## src/rtl/shift_serializer_if.sv

```systemverilog
// Load handshake bundle for the shift serializer.
// Master drives the word; slave reports readiness.
interface shift_serializer_if #(
  parameter int WIDTH = 4
);
  logic             load_valid;
  logic             load_ready;
  logic [WIDTH-1:0] load_data;
  logic             dir;

  modport master (
    output load_valid,
    output load_data,
    output dir,
    input  load_ready
  );

  modport slave (
    input  load_valid,
    input  load_data,
    input  dir,
    output load_ready
  );
endinterface

```

## src/rtl/shift_serializer.sv

```systemverilog
// Parallel-to-serial transmitter, MSB- or LSB-first,
// each bit held for BIT_CYCLES clocks.
module shift_serializer #(
  parameter int WIDTH      = 4,
  parameter int BIT_CYCLES = 1
) (
  input  logic               clk,
  input  logic               rst_n,
  shift_serializer_if.slave  ld,
  input  logic               fill_in,
  input  logic               abort,
  output logic               sout,
  output logic               sout_valid,
  output logic               busy,
  output logic               done,
  output logic               fill_out
);

  localparam int BW = $clog2(WIDTH);
  localparam int CW = (BIT_CYCLES > 1) ?
                      $clog2(BIT_CYCLES) : 1;

  typedef enum logic {
    S_IDLE,
    S_SHIFT
  } state_t;

  state_t           r_state;
  state_t           w_next;
  logic [WIDTH-1:0] r_sr;
  logic             r_dir;
  logic [BW-1:0]    r_bit;
  logic [CW-1:0]    r_cyc;
  logic             r_done;
  logic             r_fill;

  logic w_shift;
  logic w_abort;
  logic w_load;
  logic w_pend;
  logic w_last;
  logic w_sbit;

  assign w_shift = (r_state == S_SHIFT);
  assign w_abort = abort & w_shift;
  // abort wins over a same-cycle load request
  assign w_load  = (r_state == S_IDLE) &
                   ld.load_valid & ~abort;
  assign w_pend  = w_shift &
                   (r_cyc == CW'(BIT_CYCLES - 1));
  assign w_last  = w_pend &
                   (r_bit == BW'(WIDTH - 1));
  assign w_sbit  = r_dir ? r_sr[0] : r_sr[WIDTH-1];

  always_comb begin
    w_next = r_state;
    unique case (r_state)
      S_IDLE:  if (w_load) w_next = S_SHIFT;
      S_SHIFT: if (w_abort || w_last) w_next = S_IDLE;
      default: w_next = S_IDLE;
    endcase
  end

  always_ff @(posedge clk or negedge rst_n) begin
    if (!rst_n) r_state <= S_IDLE;
    else        r_state <= w_next;
  end

  always_ff @(posedge clk or negedge rst_n) begin
    if (!rst_n) begin
      r_sr   <= '0;
      r_dir  <= 1'b0;
      r_bit  <= '0;
      r_cyc  <= '0;
      r_done <= 1'b0;
      r_fill <= 1'b0;
    end else begin
      r_done <= w_last & ~w_abort;
      if (w_abort) begin
        r_sr  <= '0;
        r_bit <= '0;
        r_cyc <= '0;
      end else if (w_load) begin
        r_sr  <= ld.load_data;
        r_dir <= ld.dir;
        r_bit <= '0;
        r_cyc <= '0;
      end else if (w_shift) begin
        if (w_pend) begin
          r_cyc  <= '0;
          r_fill <= w_sbit;
          r_sr   <= r_dir ?
                    {fill_in, r_sr[WIDTH-1:1]} :
                    {r_sr[WIDTH-2:0], fill_in};
          r_bit  <= w_last ? '0 : r_bit + 1'b1;
        end else begin
          r_cyc  <= r_cyc + 1'b1;
        end
      end
    end
  end

  assign sout          = w_shift & w_sbit;
  assign sout_valid    = w_shift & (r_cyc == '0);
  assign busy          = w_shift;
  assign done          = r_done;
  assign fill_out      = r_fill;
  assign ld.load_ready = (r_state == S_IDLE);

endmodule

```

## src/flat_wrapper.sv

```systemverilog
// flat-port wrapper written by rule: the top's interface ports become plain ports
module shift_serializer_flat 
#(
  parameter int WIDTH      = 4,
  parameter int BIT_CYCLES = 1
)
  (clk, rst_n, fill_in, abort, sout, sout_valid, busy, done, fill_out, ld_load_valid, ld_load_data, ld_dir, ld_load_ready);
  shift_serializer_if #(.WIDTH(WIDTH)) ld_i ();
  input  logic clk;
  input  logic rst_n;
  input  logic fill_in;
  input  logic abort;
  output logic sout;
  output logic sout_valid;
  output logic busy;
  output logic done;
  output logic fill_out;
  input wire logic [$bits(ld_i.load_valid)-1:0] ld_load_valid;
  input wire logic [$bits(ld_i.load_data)-1:0] ld_load_data;
  input wire logic [$bits(ld_i.dir)-1:0] ld_dir;
  output wire logic [$bits(ld_i.load_ready)-1:0] ld_load_ready;
  assign ld_i.load_valid = ld_load_valid;
  assign ld_i.load_data = ld_load_data;
  assign ld_i.dir = ld_dir;
  assign ld_load_ready = ld_i.load_ready;
  shift_serializer #(.WIDTH(WIDTH), .BIT_CYCLES(BIT_CYCLES)) u_core (.clk(clk), .rst_n(rst_n), .ld(ld_i), .fill_in(fill_in), .abort(abort), .sout(sout), .sout_valid(sout_valid), .busy(busy), .done(done), .fill_out(fill_out));
endmodule
```

## config.mk

```make
export PLATFORM = sky130hd
export DESIGN_NAME = shift_serializer_flat
export DESIGN_NICKNAME = d
export VERILOG_FILES = /design/src/rtl/shift_serializer_if.sv /design/src/rtl/shift_serializer.sv /design/src/flat_wrapper.sv
export SDC_FILE = /design/constraint.sdc
export NUM_CORES = 1
export LEC_CHECK = 0
export ABC_CLOCK_PERIOD_IN_PS = 1650
export BUFFER_PORTS_ARGS = -buffer_cell sky130_fd_sc_hd__buf_2
export CORE_MARGIN = 10
export CORE_UTILIZATION = 40
export DETAILED_ROUTE_END_ITERATION = 12
export SLEW_MARGIN = 20
export SYNTH_ARGS = -nofsm -noshare
export SYNTH_HDL_FRONTEND = slang
export SYNTH_SLANG_ARGS = --single-unit
```

## constraint.sdc

```tcl
create_clock -name clk -period 1.65 [get_ports clk]
set_clock_uncertainty 0.15 [all_clocks]
set_input_delay 0.33 -clock clk [delete_from_list [all_inputs] [get_ports clk]]
set_output_delay 0.33 -clock clk [all_outputs]
set_load 0.005 [all_outputs]
```

==> results of run 1 <==
[state kept, by name, indices dropped and copies added, names as in the netlist]
| name | count |
|---|---|
| u_core.r_sr | 4 |
| u_core.r_bit | 2 |
| u_core.busy | 1 |
| u_core.done | 1 |
| u_core.fill_out | 1 |
| u_core.r_cyc | 1 |
| u_core.r_dir | 1 |
[report_power, final]
part           internal, W  switching, W
combinational    0.0000870     0.0000632
clock            0.0000935     0.0000833
sequential        0.000306     0.0000363
[per-layer routing]
| metal | part of all wire [%] | vias to the layer above | track usage, % |
|---|---|---|---|
| li1 | - | 224 | - |
| met1 | 44 | 197 | 8.94 |
| met2 | 45 | 13 | 11.2 |
| met3 | 10 | 2 | 5.88 |
| met4 | 0.84 | 0 | 1.01 |
| met5 | 0 | - | 0 |
[critical path, delay by kind of cell, from the launching register on]
| kind | cells | cell delay, ps |
|---|---|---|
| buffers and inverters | 1 | 120 |
| and+or+nand+nor | 1 | 50 |
| muxes | 1 | 250 |
| DFF | 1 | 420 |
[layout by cell type (no fill, tap or decap)]
| cell type | count |
|---|---|
| nor3_1 | 1 |
| a21oi_2 | 1 |
| mux2i_2 | 1 |
| dlygate4sd3_1 | 1 |
| nor3b_4 | 1 |
| o21ai_1 | 1 |
| or3b_1 | 1 |
| inv_1 | 3 |
| mux2_2 | 1 |
| clkbuf_4 | 3 |
| o2bb2ai_1 | 2 |
| nand2_1 | 2 |
| clkbuf_1 | 1 |
| buf_4 | 2 |
| nor3b_1 | 1 |
| a221o_2 | 4 |
| nor2_1 | 8 |
| a211oi_1 | 1 |
| mux2i_1 | 5 |
| ha_1 | 1 |
| a21oi_1 | 2 |
| or2b_1 | 1 |
| dfrtp_2 | 2 |
| buf_2 | 15 |
| dfrtp_1 | 9 |
[metrics by stage]
stage          TNS, ps  utilization, %  instance area, sq um
3_3_place_gp         0            48.8                   651
2_1_floorplan        0               -                   577
5_1_grt          -6.09            52.5                   701
4_1_cts              0            51.9                   692
3_5_place_dp         0            48.8                   651
6_report             0            52.5                   701
[area by class of cell]
class                           instances  share of cell area (%)
Clock buffer                            4                    3.75
Sequential cell                        11                    39.6
Multi-Input combinational cell         34                    38.0
Timing Repair Buffer                   18                    14.3
Inverter                                3                    1.61
Tap cell                               15                    2.68
[kinds of logic after synthesis]
kind of cell | share of synthesized area (%)
and+or+nand+nor | 14.8
adders and majority gates | 2.17
buffers and inverters | 6.72
DFF | 47.7
muxes | 12.4
AOI/OAI and AO/OA | 16.3
[synth_stat cells, drive strengths merged]
cell / n / share of area [%]
o2bb2ai: 2 / 3.0
o21ai: 1 / 0.87
mux2i: 6 / 10
inv: 3 / 2.0
nor2: 8 / 5.2
a211oi: 1 / 1.3
clkbuf: 1 / 0.87
dfrtp: 11 / 48
nand2: 2 / 1.3
nor3: 1 / 0.87
or2b: 1 / 1.3
or3b: 1 / 1.5
buf: 2 / 3.9
a221o: 4 / 7.8
ha: 1 / 2.2
a21oi: 3 / 3.3
mux2: 1 / 2.0
nor3b: 2 / 4.6
[timing repair]
item | 4_1_cts | 5_1_grt
resized for setup | 2 | 1
hold buffers | 1 | 0
endpoints found under the setup margin | 1 | 2
endpoints found under the hold margin | 11 | 0
buffers inserted | 0 | 1
[worst min-delay path by stage]
stage / from / to / cells after the start
floorplan: rst_n / u_core.busy$_DFF_PN0_ / 0
global placement: rst_n / u_core.fill_out$_DFFE_PN0P_ / 1
detailed placement: rst_n / u_core.fill_out$_DFFE_PN0P_ / 1
CTS: abort / u_core.busy$_DFF_PN0_ / 2
global route: ld_dir / u_core.r_dir$_DFFE_PN0P_ / 2
finish: abort / u_core.busy$_DFF_PN0_ / 2
==> results.py, run 1 <==
metrics = {
    "setup_path": {
        "worstPathCellList": "mux2i_2 > nor2_1 > buf_2",
        "rr_startpoint": "u_core.busy$_DFF_PN0_",
        "r2r_end": "u_core.r_sr[1]$_DFFE_PN0P_",
        "cp_max_fo": 5,
        "ff2ff_setup_slack_ps": 160,
        "max_stage_delay_ps": 420,
        "cp_slowest_cell": "dfrtp_2",
        "critical_path.startpoint": "u_core.r_dir$_DFFE_PN0P_",
        "end_kind": "output pin",
        "startpoint_type": "register",
        "reg2reg_depth": 3,
        "worstPathArrival_ps": 1110,
        "critPathKind": "register to output pin",
        "endpoint": "sout",
        "required_ps": 1170,
    },
    "placed_design": {
        "place_congestion": 0.744,
        "port_buffers": 15,
        "dp_slack_ps": 107,
        "dp_hpwl_um": 924,
        "place_inst": 79,
    },
    "clock_tree": {
        "clk_pin_slew_ps": 70,
        "cts_max_level": 1,
        "cts-buffers-inserted": 3,
        "clkSinkCount": 11,
        "root_buffer": "clkbuf_4",
        "cts_buffer_depth": 2,
        "cts_tree": "built",
        "insertion_delay_ps": 260,
    },
    "sta": {
        "slew_viol_final": 0,
        "postLayoutSetupSlackWorst_ps": 60.6,
        "finalSetupViolations": 0,
        "fin_crit_ps": 1590,
        "final_hold_viol_count": 0,
        "hold_slack_ps": 142,
        "finalCritPeriodShare_pct": 96.3,
        "fmax_ghz": 0.629,
        "tightestPinTransition_ps": 339,
        "relSlewSlack_pct": 77.4,
        "grt_setup_unrepaired": "yes",
    },
    "final_layout": {
        "seq_area_sq_um": 278,
        "fin_cells": 85,
        "area_growth_pct": 21.5,
        "diodes": 0,
        "multi_input_area_sq_um": 267,
        "fin_nets": 82,
        "layout-drive-gt1-share_pct": 42.9,
        "nFillCells": 133,
    },
    "synthesis": {
        "avgSynthCellArea_sq_um": 11.3,
        "synth_fp_nets": 62,
        "syn-cell-area_sq_um": 577,
        "yosysWarnings": 0,
        "synth-seq-cells": 11,
        "synth_cell_type_count": 20,
        "synthCells": 51,
        "yosysSeqAreaShare_pct": 47.7,
    },
    "route": {
        "wl_per_cell_um": 14.1,
        "dr.first_iter.drc_count": 3,
        "num_vias": 436,
        "vias_per_cell": 5.13,
        "post-route-drc-count": 0,
        "drt-pass1-iter-count": 2,
        "drt-total-wl_mm": 1.20,
        "postRouteAntennaNets": 0,
    },
    "pwr": {
        "design_power_total_w": 0.000670,
        "p_leak_nw": 0.338,
        "power_density_nw_per_um2": 956,
        "ir_drop_v": 0.000462,
    },
    "floorplan": {
        "core_area_sq_um": 1330,
        "pin_count": 16,
        "die-area_sq_um": 3360,
        "fp-row-count": 13,
        "start_util_pct": 43.2,
        "die_x_um": 58.0,
        "fp.dieH_um": 58.0,
    },
    "global_routing": {
        "grt_max_degree": 12,
        "grt_remaining_overflow": 0,
        "grt_use_total_pct": 7.69,
        "grt_pass1_vias": 454,
        "antenna_found_initial": 0,
        "grt_pass1_wl_mm": 2.06,
    },
    "job": {
        "maxCapViolations": 0,
    },
    "min_path": {
        "min_path_type": "input pin to register",
    },
    "outcome": {
        "status": "finished, final reports clean",
    },
}
Note: power is estimated with default switching activity, not from simulation.
==> run 2, diff against run 1 <==
--- a/config.mk
+++ b/config.mk
@@ -7,9 +7,10 @@
 export LEC_CHECK = 0
 export ABC_CLOCK_PERIOD_IN_PS = 1650
 export BUFFER_PORTS_ARGS = -buffer_cell sky130_fd_sc_hd__buf_2
-export CORE_MARGIN = 10
-export CORE_UTILIZATION = 40
+export CORE_AREA = 10 10 47 49
 export DETAILED_ROUTE_END_ITERATION = 12
+export DIE_AREA = 0 0 57 59
+export PLACE_DENSITY = 0.68
 export SLEW_MARGIN = 20
 export SYNTH_ARGS = -nofsm -noshare
 export SYNTH_HDL_FRONTEND = slang
==> run 2 against run 1 <==
Wire length is 12% higher. Sequential share of layout area is 0.28 points lower. Critical endpoint unchanged. Utilization is 2.2 points lower. Via count is 3.0% higher.
==> results.py, run 2 (synthesis gave the netlist of run 1 again) <==
metrics = {
    "outcome": {
        "status": "finished, final reports clean",
    },
    "global_routing": {
        "grt_pass1_vias": 475,
        "grt_max_degree": 12,
        "grt_remaining_overflow": 0,
        "grt_use_total_pct": 8.42,
        "antenna_found_initial": 0,
        "grt_pass1_wl_mm": 2.15,
    },
    "route": {
        "postRouteAntennaNets": 0,
        "drt-pass1-iter-count": 4,
        "num_vias": 449,
        "dr.first_iter.drc_count": 1,
        "post-route-drc-count": 0,
        "wl_per_cell_um": 15.4,
        "vias_per_cell": 5.16,
        "drt-total-wl_mm": 1.34,
    },
    "setup_path": {
        "cp_slowest_cell": "dfrtp_2",
        "max_stage_delay_ps": 420,
        "crit_buf_inv": 1,
        "critPathKind": "register to output pin",
        "startpoint_type": "register",
        "required_ps": 1170,
        "rr_startpoint": "u_core.busy$_DFF_PN0_",
        "worstPathCellList": "mux2i_1 > nor2_1 > buf_2",
        "critical_path.startpoint": "u_core.r_dir$_DFFE_PN0P_",
        "end_kind": "output pin",
        "worstPathArrival_ps": 1090,
        "cp_max_fo": 3,
        "cpLargestDelayFamily": "flip-flops",
    },
    "min_path": {
        "min_path_type": "input pin to register",
        "hold_start": "ld_load_data[2]",
    },
    "clock_tree": {
        "insertion_delay_ps": 260,
        "cts_tree": "built",
        "cts_buffer_depth": 2,
        "cts_max_level": 1,
        "root_buffer": "clkbuf_4",
        "clk_pin_slew_ps": 70,
        "clkSinkCount": 11,
        "cts-buffers-inserted": 3,
    },
    "placed_design": {
        "place_inst": 79,
        "dpl_cell_area_sq_um": 644,
        "place_congestion": 0.749,
        "dp_slack_ps": 105,
        "port_buffers": 15,
        "dp_hpwl_mm": 1.05,
    },
    "pwr": {
        "power_density_nw_per_um2": 961,
        "ir_drop_v": 0.000484,
        "design_power_total_w": 0.000678,
        "p_leak_nw": 0.344,
    },
    "sta": {
        "relSlewSlack_pct": 78.3,
        "fmax_ghz": 0.638,
        "postLayoutSetupSlackWorst_ps": 82.2,
        "final_hold_viol_count": 0,
        "finalCritPeriodShare_pct": 95.0,
        "slew_viol_final": 0,
        "fin_crit_ps": 1570,
        "tightestPinTransition_ps": 325,
        "tns_ps": 0,
        "finalSetupViolations": 0,
    },
    "final_layout": {
        "diodes": 0,
        "final_cell_mix": "15 x buf_2, 9 x dfrtp_1, 8 x nor2_1",
        "largest_reg_flops": 4,
        "reg_top3": "u_core.r_sr (4), u_core.r_bit (2)",
        "fin_nets": 83,
        "area_growth_pct": 22.3,
        "layout-drive-gt1-share_pct": 42.3,
        "fin_area_sq_um": 706,
        "fin_cells": 87,
        "nFillCells": 143,
        "final_common_cell": "buf_2",
        "regMostFlops": "u_core.r_sr",
    },
    "floorplan": {
        "core_area_sq_um": 1400,
        "fp-row-count": 14,
        "die-area_sq_um": 3360,
        "die_x_um": 57,
        "start_util_pct": 41.2,
        "pin_count": 16,
        "fp.dieH_um": 59,
    },
    "job": {
        "maxCapViolations": 0,
    },
}
-- run 2: final cells by class --
type,instances,area (sq um),share of cell area [%]
clock buffers,4,26.3,3.72
inverters,3,11.3,1.60
multi-input cells,34,263,37.2
flip-flops and latches,11,278,39.4
well taps,16,20.0,2.84
repair buffers,19,108,15.2
-- run 2: metal layers --
metal	global-route usage, %	wire [um]	up-vias	share of wire [%]
li1	-	-	224	-
met1	8.18	556	210	42
met2	14.7	686	11	51
met3	2.79	65	4	4.9
met4	6.04	30	0	2.2
met5	0	0	-	0
-- run 2: final timing paths --
| check | slack (ps) | cells after the start | to |
|---|---|---|---|
| max | 80 | 3 | sout |
| min | 140 | 2 | u_core.r_sr[2]$_DFFE_PN0P_ |
| max reg2reg | 160 | 3 | u_core.r_sr[0]$_DFFE_PN0P_ |
| min reg2reg | 340 | 2 | u_core.fill_out$_DFFE_PN0P_ |
| max in group asynchronous | 820 | 2 | u_core.busy$_DFF_PN0_ |
| min in group asynchronous | 310 | 2 | u_core.fill_out$_DFFE_PN0P_ |
-- run 2: repair_timing --
item | CTS | global route
endpoints found under the hold margin | 11 | 0
setup endpoints to repair | 2 | 2
setup buffers | 0 | 3
resized for setup | 2 | 0
hold buffers | 1 | 0
-- run 2: power by group --
group	switching, W	internal [W]	total, W
clock network	0.0000871	0.0000935	0.000181
logic	0.0000684	0.0000894	0.000158
registers	0.0000334	0.000306	0.000340
total	0.000189	0.000489	0.000678
-- run 2: metrics by stage --
step / util (%) / hold WS [ps]
final: 50.4 / 144
after global routing: 50.4 / 139
after CTS: 48.8 / 131
after detailed placement: 46.0 / 68.5
after global placement: 46.0 / 59.2
after floorplan: - / -116
